**src/rtl/ppu_timing_pkg.sv**
```systemverilog
// Timing constants and shared position type for the PPU dot/scanline counter.
// NTSC values are the defaults; PAL alternates are provided for alternate builds.
package ppu_timing_pkg;

  localparam int CNT_W = 9;

  localparam int H_TOTAL  = 341;
  localparam int V_TOTAL  = 262;
  localparam int VBL_LINE = 241;
  localparam int PRE_LINE = 261;
  localparam int EVT_DOT  = 1;

  localparam int PAL_V_TOTAL  = 312;
  localparam int PAL_VBL_LINE = 241;
  localparam int PAL_PRE_LINE = 311;

  typedef logic [CNT_W-1:0] cnt_t;

  typedef struct packed {
    cnt_t h;
    cnt_t v;
  } hv_pos_t;

  function automatic logic at_pos(hv_pos_t p, int h, int v);
    return (p.h == cnt_t'(h)) && (p.v == cnt_t'(v));
  endfunction

endpackage

```
**src/rtl/ppu_hv_counter.sv**
```systemverilog
// Dot/scanline wrap counters with frame parity; exposes the next position for event decode.
// Define PPU_ODD_SKIP_EN to drop the last pre-render dot on odd frames while rendering.
module ppu_hv_counter #(
  parameter int H_TOTAL = ppu_timing_pkg::H_TOTAL,
  parameter int V_TOTAL = ppu_timing_pkg::V_TOTAL
) (
  input  logic                            clk,
  input  logic                            res,
  input  logic                            rendering_en,
  output logic [ppu_timing_pkg::CNT_W-1:0] h_cnt,
  output logic [ppu_timing_pkg::CNT_W-1:0] v_cnt,
  output logic                            odd_frame,
  output ppu_timing_pkg::hv_pos_t         pos_nxt
);
  import ppu_timing_pkg::*;

  localparam cnt_t H_LAST = cnt_t'(H_TOTAL - 1);
  localparam cnt_t V_LAST = cnt_t'(V_TOTAL - 1);

  cnt_t h_q, h_d;
  cnt_t v_q, v_d;
  logic odd_q, odd_d;
  logic skip;

`ifdef PPU_ODD_SKIP_EN
  // The pre-render line is always the last line of the frame.
  localparam cnt_t H_SKIP = cnt_t'(H_TOTAL - 2);
  assign skip = (v_q == V_LAST) && (h_q == H_SKIP) && odd_q && rendering_en;
`else
  logic unused_rendering_en;
  assign unused_rendering_en = rendering_en;
  assign skip = 1'b0;
`endif

  always_comb begin
    h_d   = h_q + cnt_t'(1);
    v_d   = v_q;
    odd_d = odd_q;
    if (skip || (h_q == H_LAST)) begin
      h_d = '0;
      if (skip || (v_q == V_LAST)) begin
        v_d   = '0;
        odd_d = ~odd_q;
      end else begin
        v_d = v_q + cnt_t'(1);
      end
    end
  end

  always_ff @(posedge clk) begin
    if (res) begin
      h_q   <= '0;
      v_q   <= '0;
      odd_q <= 1'b0;
    end else begin
      h_q   <= h_d;
      v_q   <= v_d;
      odd_q <= odd_d;
    end
  end

  assign h_cnt     = h_q;
  assign v_cnt     = v_q;
  assign odd_frame = odd_q;
  assign pos_nxt   = {h_d, v_d};

endmodule

```
**src/rtl/ppu_vbl_event_gen.sv**
```systemverilog
// VBlank set/reset strobe generator: decodes events from the next counter position so the
// registered strobes line up with the displayed coordinate. Optional macro: PPU_ODD_SKIP_EN.
module ppu_vbl_event_gen #(
  parameter int H_TOTAL  = ppu_timing_pkg::H_TOTAL,
  parameter int V_TOTAL  = ppu_timing_pkg::V_TOTAL,
  parameter int VBL_LINE = ppu_timing_pkg::VBL_LINE,
  parameter int PRE_LINE = ppu_timing_pkg::PRE_LINE,
  parameter int EVT_DOT  = ppu_timing_pkg::EVT_DOT
) (
  input  logic                             CLK,
  input  logic                             RES,
  input  logic                             rd_status,
  input  logic                             rendering_en,
  output logic [ppu_timing_pkg::CNT_W-1:0] h_cnt,
  output logic [ppu_timing_pkg::CNT_W-1:0] v_cnt,
  output logic                             odd_frame,
  output logic                             vbl_set,
  output logic                             vbl_rst,
  output logic                             vbl_flag
);
  import ppu_timing_pkg::*;

  hv_pos_t pos_nxt;
  logic    set_evt, pre_evt;
  logic    vbl_set_d, vbl_set_q;
  logic    vbl_rst_d, vbl_rst_q;
  logic    vbl_flag_d, vbl_flag_q;

  ppu_hv_counter #(
    .H_TOTAL(H_TOTAL),
    .V_TOTAL(V_TOTAL)
  ) u_hv (
    .clk         (CLK),
    .res         (RES),
    .rendering_en(rendering_en),
    .h_cnt       (h_cnt),
    .v_cnt       (v_cnt),
    .odd_frame   (odd_frame),
    .pos_nxt     (pos_nxt)
  );

  // A status read landing on the set dot wins, so the latch never sees set and reset together.
  always_comb begin
    set_evt    = at_pos(pos_nxt, EVT_DOT, VBL_LINE);
    pre_evt    = at_pos(pos_nxt, EVT_DOT, PRE_LINE);
    vbl_set_d  = set_evt && !rd_status;
    vbl_rst_d  = pre_evt || rd_status;
    vbl_flag_d = vbl_flag_q;
    if (vbl_set_q) begin
      vbl_flag_d = 1'b1;
    end else if (vbl_rst_q) begin
      vbl_flag_d = 1'b0;
    end
  end

  always_ff @(posedge CLK) begin
    if (RES) begin
      vbl_set_q  <= 1'b0;
      vbl_rst_q  <= 1'b0;
      vbl_flag_q <= 1'b0;
    end else begin
      vbl_set_q  <= vbl_set_d;
      vbl_rst_q  <= vbl_rst_d;
      vbl_flag_q <= vbl_flag_d;
    end
  end

  assign vbl_set  = vbl_set_q;
  assign vbl_rst  = vbl_rst_q;
  assign vbl_flag = vbl_flag_q;

endmodule

```
**config.mk**
```make
export PLATFORM = sky130hd
export DESIGN_NAME = ppu_vbl_event_gen
export DESIGN_NICKNAME = d
export VERILOG_FILES = /design/src/rtl/ppu_timing_pkg.sv /design/src/rtl/ppu_hv_counter.sv /design/src/rtl/ppu_vbl_event_gen.sv
export SDC_FILE = /design/constraint.sdc
export NUM_CORES = 1
export LEC_CHECK = 0
export ABC_AREA = 1
export BUFFER_PORTS_ARGS = -buffer_cell sky130_fd_sc_hd__buf_2
export CORE_ASPECT_RATIO = 0.8
export CORE_MARGIN = 2
export CORE_UTILIZATION = 54
export DETAILED_ROUTE_END_ITERATION = 10
export PLACE_DENSITY = 0.78
export SLEW_MARGIN = 20
export SYNTH_ARGS = -nofsm -noshare
export SYNTH_HDL_FRONTEND = slang
export SYNTH_SLANG_ARGS = --single-unit
```
**constraint.sdc**
```tcl
create_clock -name CLK -period 2.1 [get_ports CLK]
set_input_delay 0 -clock CLK [delete_from_list [all_inputs] [get_ports CLK]]
set_output_delay 0 -clock CLK [all_outputs]
set_load 0.01 [all_outputs]
```
==> summary.md <==
| Metric | Value |
|---|---|
| Library cell used as clock root buffer | clkbuf_4 |
| Final sum of negative setup slack | 0 ns |
| Number of antenna cells inserted | 0 |
| Sequential element share of the synthesized area | 0.328 |
| Share of the synthesized area in compound gates (AO/OA/AOI/OAI) | 0.0475 |
| Wirelength, routed | 2940 microns |
| Count of placed standard cells in the final layout, fillers left out | 271 |
| Area growth from synthesis to final layout | 13.6% |
| Clock transition at the register clock pins on the worst setup and hold paths after CTS | 0.11 ns |
| Routed length per instance | 10.8 microns |
| Count of buffers from port buffering | 24 |
| H-Tree Level Count | 1 |
| Initial core utilization | 0.559 |
| Largest family of logic cells by synthesized area | simple AND/OR/NAND/NOR gates |
| Antenna violations before repair | 0 |
| ANT nets after route | 0 |
| Total clock sinks | 22 |
| Total routing usage reported by global routing | 0.217 |
| Final setup violation count | 0 |
| Peak per-stage delay on the critical path | 0.44 ns |
| Synth warnings | 0 |
| Net count, final | 254 |
| Final critical path time including I/O delays and setup | 1.88 ns |
| Number of global-route vias before repair | 1140 |
| Syn_nets | 226 |
| Worst-case headroom to the max-slew limit | 0.742 |
| Cells traversed along the worst timing path | ha_1 -> inv_1 -> nor2_1 -> xnor2_1 -> nor2_1 -> nor2_1 -> nand2_1 -> nor2_1 -> nand3_1 -> a21oi_2 |
| Post-Syn Area | 1340 sq um |
| Cell depth of the worst hold path | 2 |
| Worst hold path endpoint | u_hv.h_cnt[6] |
| Data arrival time of the critical path | 2.12 ns |
| Share of the core filled with cells | 0.635 |
| Reg2Reg Depth | 10 |
| TritonCTS Buffers | 3 |
| Number of setup buffers added after CTS | 0 |
| Share of the cycle needed by the critical path after routing | 0.894 |
| Die height | 48.6 microns |
| Launch instance of the worst register-to-register path | u_hv.v_cnt[0] |
| Run status | finished, final reports clean |
| Number of ports placed on the die boundary | 26 |
| Layout Skew | 0.00387 ns |
| Post-synthesis share of cell area spent on and, or, nand and nor gates | 0.436 |
| Global-route wire length before repair | 4940 microns |
| Core area | 2400 sq um |
| VDD IR-drop max | 0.284 mV |
| Hold Startpoint | RES |
| Post-synthesis instance total | 218 |
| DRC violation count after routing | 0 |
| Kind of launch point of the worst setup path | flop |
| Endpoint required time on the critical path | 2.35 ns |
| Avg Vias per Cell | 4.88 |
| Least-Margin Pin Slew | 0.387 ns |
| Mux share of post-synthesis cell area | 0 |
| Hold crit path type | input pin to flop |
| Placer congestion estimate | 0.874 |
| # placed instances | 267 |
| Most numerous cell on the critical path | nor2_1 |
| Avg Inst Size Synth | 6.16 sq um |
| Post-synthesis share of cell area spent on full adders, half adders and majority gates | 0.0373 |
| Total non-filler cell area in the finished layout | 1530 sq um |
| Ratio of cells with drive above 1 in the final layout | 0.160 |
| Number of optimization iterations in the first detailed-route pass | 4 |
| Die footprint | 2900 sq um |
| Post-placement cell area | 1490 sq um |
| Half-perimeter wire length of the detailed placement result | 2230 microns |
| Final max-slew violation count | 0 |
| Die width | 59.7 microns |
| Crit path capture type | flop |
| Endpoint of the worst register-to-register path | vbl_rst |
| RSZ-0062 raised after global routing | no |
| Total power consumption of the routed design | 668 uW |
| XOR/XNOR share of the synthesized area | 0.0326 |
| Maximum clock rate | 533 MHz |
| Leakage power summed over all cells | 0.728 nW |
| Final hold vios | 0 |
| Register bit count reported by yosys | 22 |
| Pin count of the biggest net entering global routing | 21 |
| R2r setup slk | 0.22 ns |
| Cell with the largest stage delay on the worst path | dfxtp_1 |
| Initial drt markers | 47 |
| TritonCTS clock tree | done |
| Power per Cell Area | 438 nW/um^2 |
| Overflow after GRT | 0 |
| Standard-cell rows | 16 |
| Startpoint-to-endpoint class of the critical path | flop to flop |
| Total via count in the routed design | 1323 |
| Max-cap violations | 0 |
| Source-to-sink clock delay at the later pin of the worst-skew pair | 0.31 ns |
| Peak fanout along the critical path | 6 |
| Post-synth cell types | 27 |
| Clock Path Buffers | 2 |
==> repair_timing <==
action,in CTS,in global routing
hold buffers,1,0
gates resized for setup,0,1
endpoints found under the hold margin,1,0
setup endpoints to repair,0,1
==> power by group <==
part	total, mW	switching, mW	internal, mW
sequential	0.428	0.00509	0.423
combinational	0.0544	0.0335	0.0209
clock	0.185	0.118	0.0671
total	0.668	0.156	0.511
==> worst max-delay path, delay by kind of cell (launching register included) <==
| family | cells | cell delay [ns] |
|---|---|---|
| flip-flops | 1 | 0.44 |
| adder cells (fa/ha/maj) | 1 | 0.28 |
| AO/OA/AOI/OAI | 1 | 0.11 |
| AND/OR/NAND/NOR | 6 | 0.73 |
| XOR/XNOR | 1 | 0.19 |
| buffers and inverters | 1 | 0.06 |
==> worst max path at each step <==
stage / startpoint / to / slack (ns) / depth (start not counted)
after global placement: u_hv.h_cnt[0] / vbl_set / 0.27 / 13
final: u_hv.v_cnt[0] / vbl_rst / 0.22 / 10
after CTS: u_hv.h_cnt[0] / vbl_set / 0.19 / 13
after floorplan: u_hv.v_cnt[0] / vbl_rst / 0.47 / 10
after global routing: u_hv.v_cnt[0] / vbl_rst / 0.02 / 10
after detailed placement: u_hv.h_cnt[0] / vbl_set / 0.23 / 13
==> synthesized netlist by cell type <==
cell | instances | area share
nor3_2 | 1 | 0.0075
dfxtp_1 | 22 | 0.33
clkinv_1 | 1 | 0.0028
buf_6 | 1 | 0.0084
nor2_2 | 1 | 0.0047
buf_2 | 1 | 0.0037
inv_1 | 32 | 0.089
a21oi_1 | 3 | 0.011
nand4_1 | 3 | 0.014
xnor2_1 | 2 | 0.013
nand3_2 | 1 | 0.0075
nand2_4 | 1 | 0.0084
buf_4 | 1 | 0.0056
nand2_1 | 56 | 0.16
nand2_2 | 1 | 0.0047
o21bai_1 | 1 | 0.0056
buf_1 | 1 | 0.0028
nor2_1 | 46 | 0.13
a21oi_2 | 1 | 0.0065
o21ai_0 | 3 | 0.011
ha_1 | 4 | 0.037
inv_2 | 1 | 0.0028
o21ai_2 | 2 | 0.013
nand3_1 | 23 | 0.086
xor2_1 | 3 | 0.020
nor3_1 | 5 | 0.019
clkbuf_1 | 1 | 0.0028
==> through the flow <==
step	hold WS, ns	setup slack (ns)
3_5_place_dp	0.294	0.231
6_report	0.0867	0.223
2_1_floorplan	0.164	0.474
3_3_place_gp	0.291	0.265
4_1_cts	0.0750	0.192
5_1_grt	0.0964	0.0194
==> cell families after synthesis <==
| group | after synthesis |
|---|---|
| simple gates | 138 |
| flops | 22 |
| xor+xnor | 5 |
| fa+ha+maj | 4 |
| compound gates | 10 |
| buf+inv | 39 |
==> layout make-up <==
| class | count | area [sq um] |
|---|---|---|
| Tap cell | 27 | 33.8 |
| Clock buffer | 3 | 22.5 |
| Multi-Input combinational cell | 157 | 748 |
| Timing Repair Buffer | 28 | 153 |
| Sequential cell | 22 | 440 |
| Fill cell | 234 | 877 |
| Inverter | 34 | 128 |
==> routing by layer <==
layer | vias to the layer above | wire (microns) | GRT usage | part of all wire
li1 | 720 | - | - | -
met1 | 566 | 1520 | 0.331 | 0.52
met2 | 33 | 1220 | 0.301 | 0.42
met3 | 4 | 173 | 0.0642 | 0.059
met4 | 0 | 27 | 0.0444 | 0.0092
met5 | - | 0 | 0 | 0
==> cells in the final DEF (no fill, tap or decap), drive strengths merged, types with 4 or more instances in the layout <==
cell and count:
a21oi 4, buf 27, dfxtp 22, ha 4, inv 33, nand2 58
nand3 24, nor2 47, nor3 6, o21ai 5
==> registers in the layout, summed over array words and instances (netlist names) <==
signal,cells
u_hv.h_cnt,9
vbl_set,1
u_hv.v_cnt,9
vbl_flag,1
vbl_rst,1
u_hv.odd_frame,1
Power figures use the tool's default switching activity.
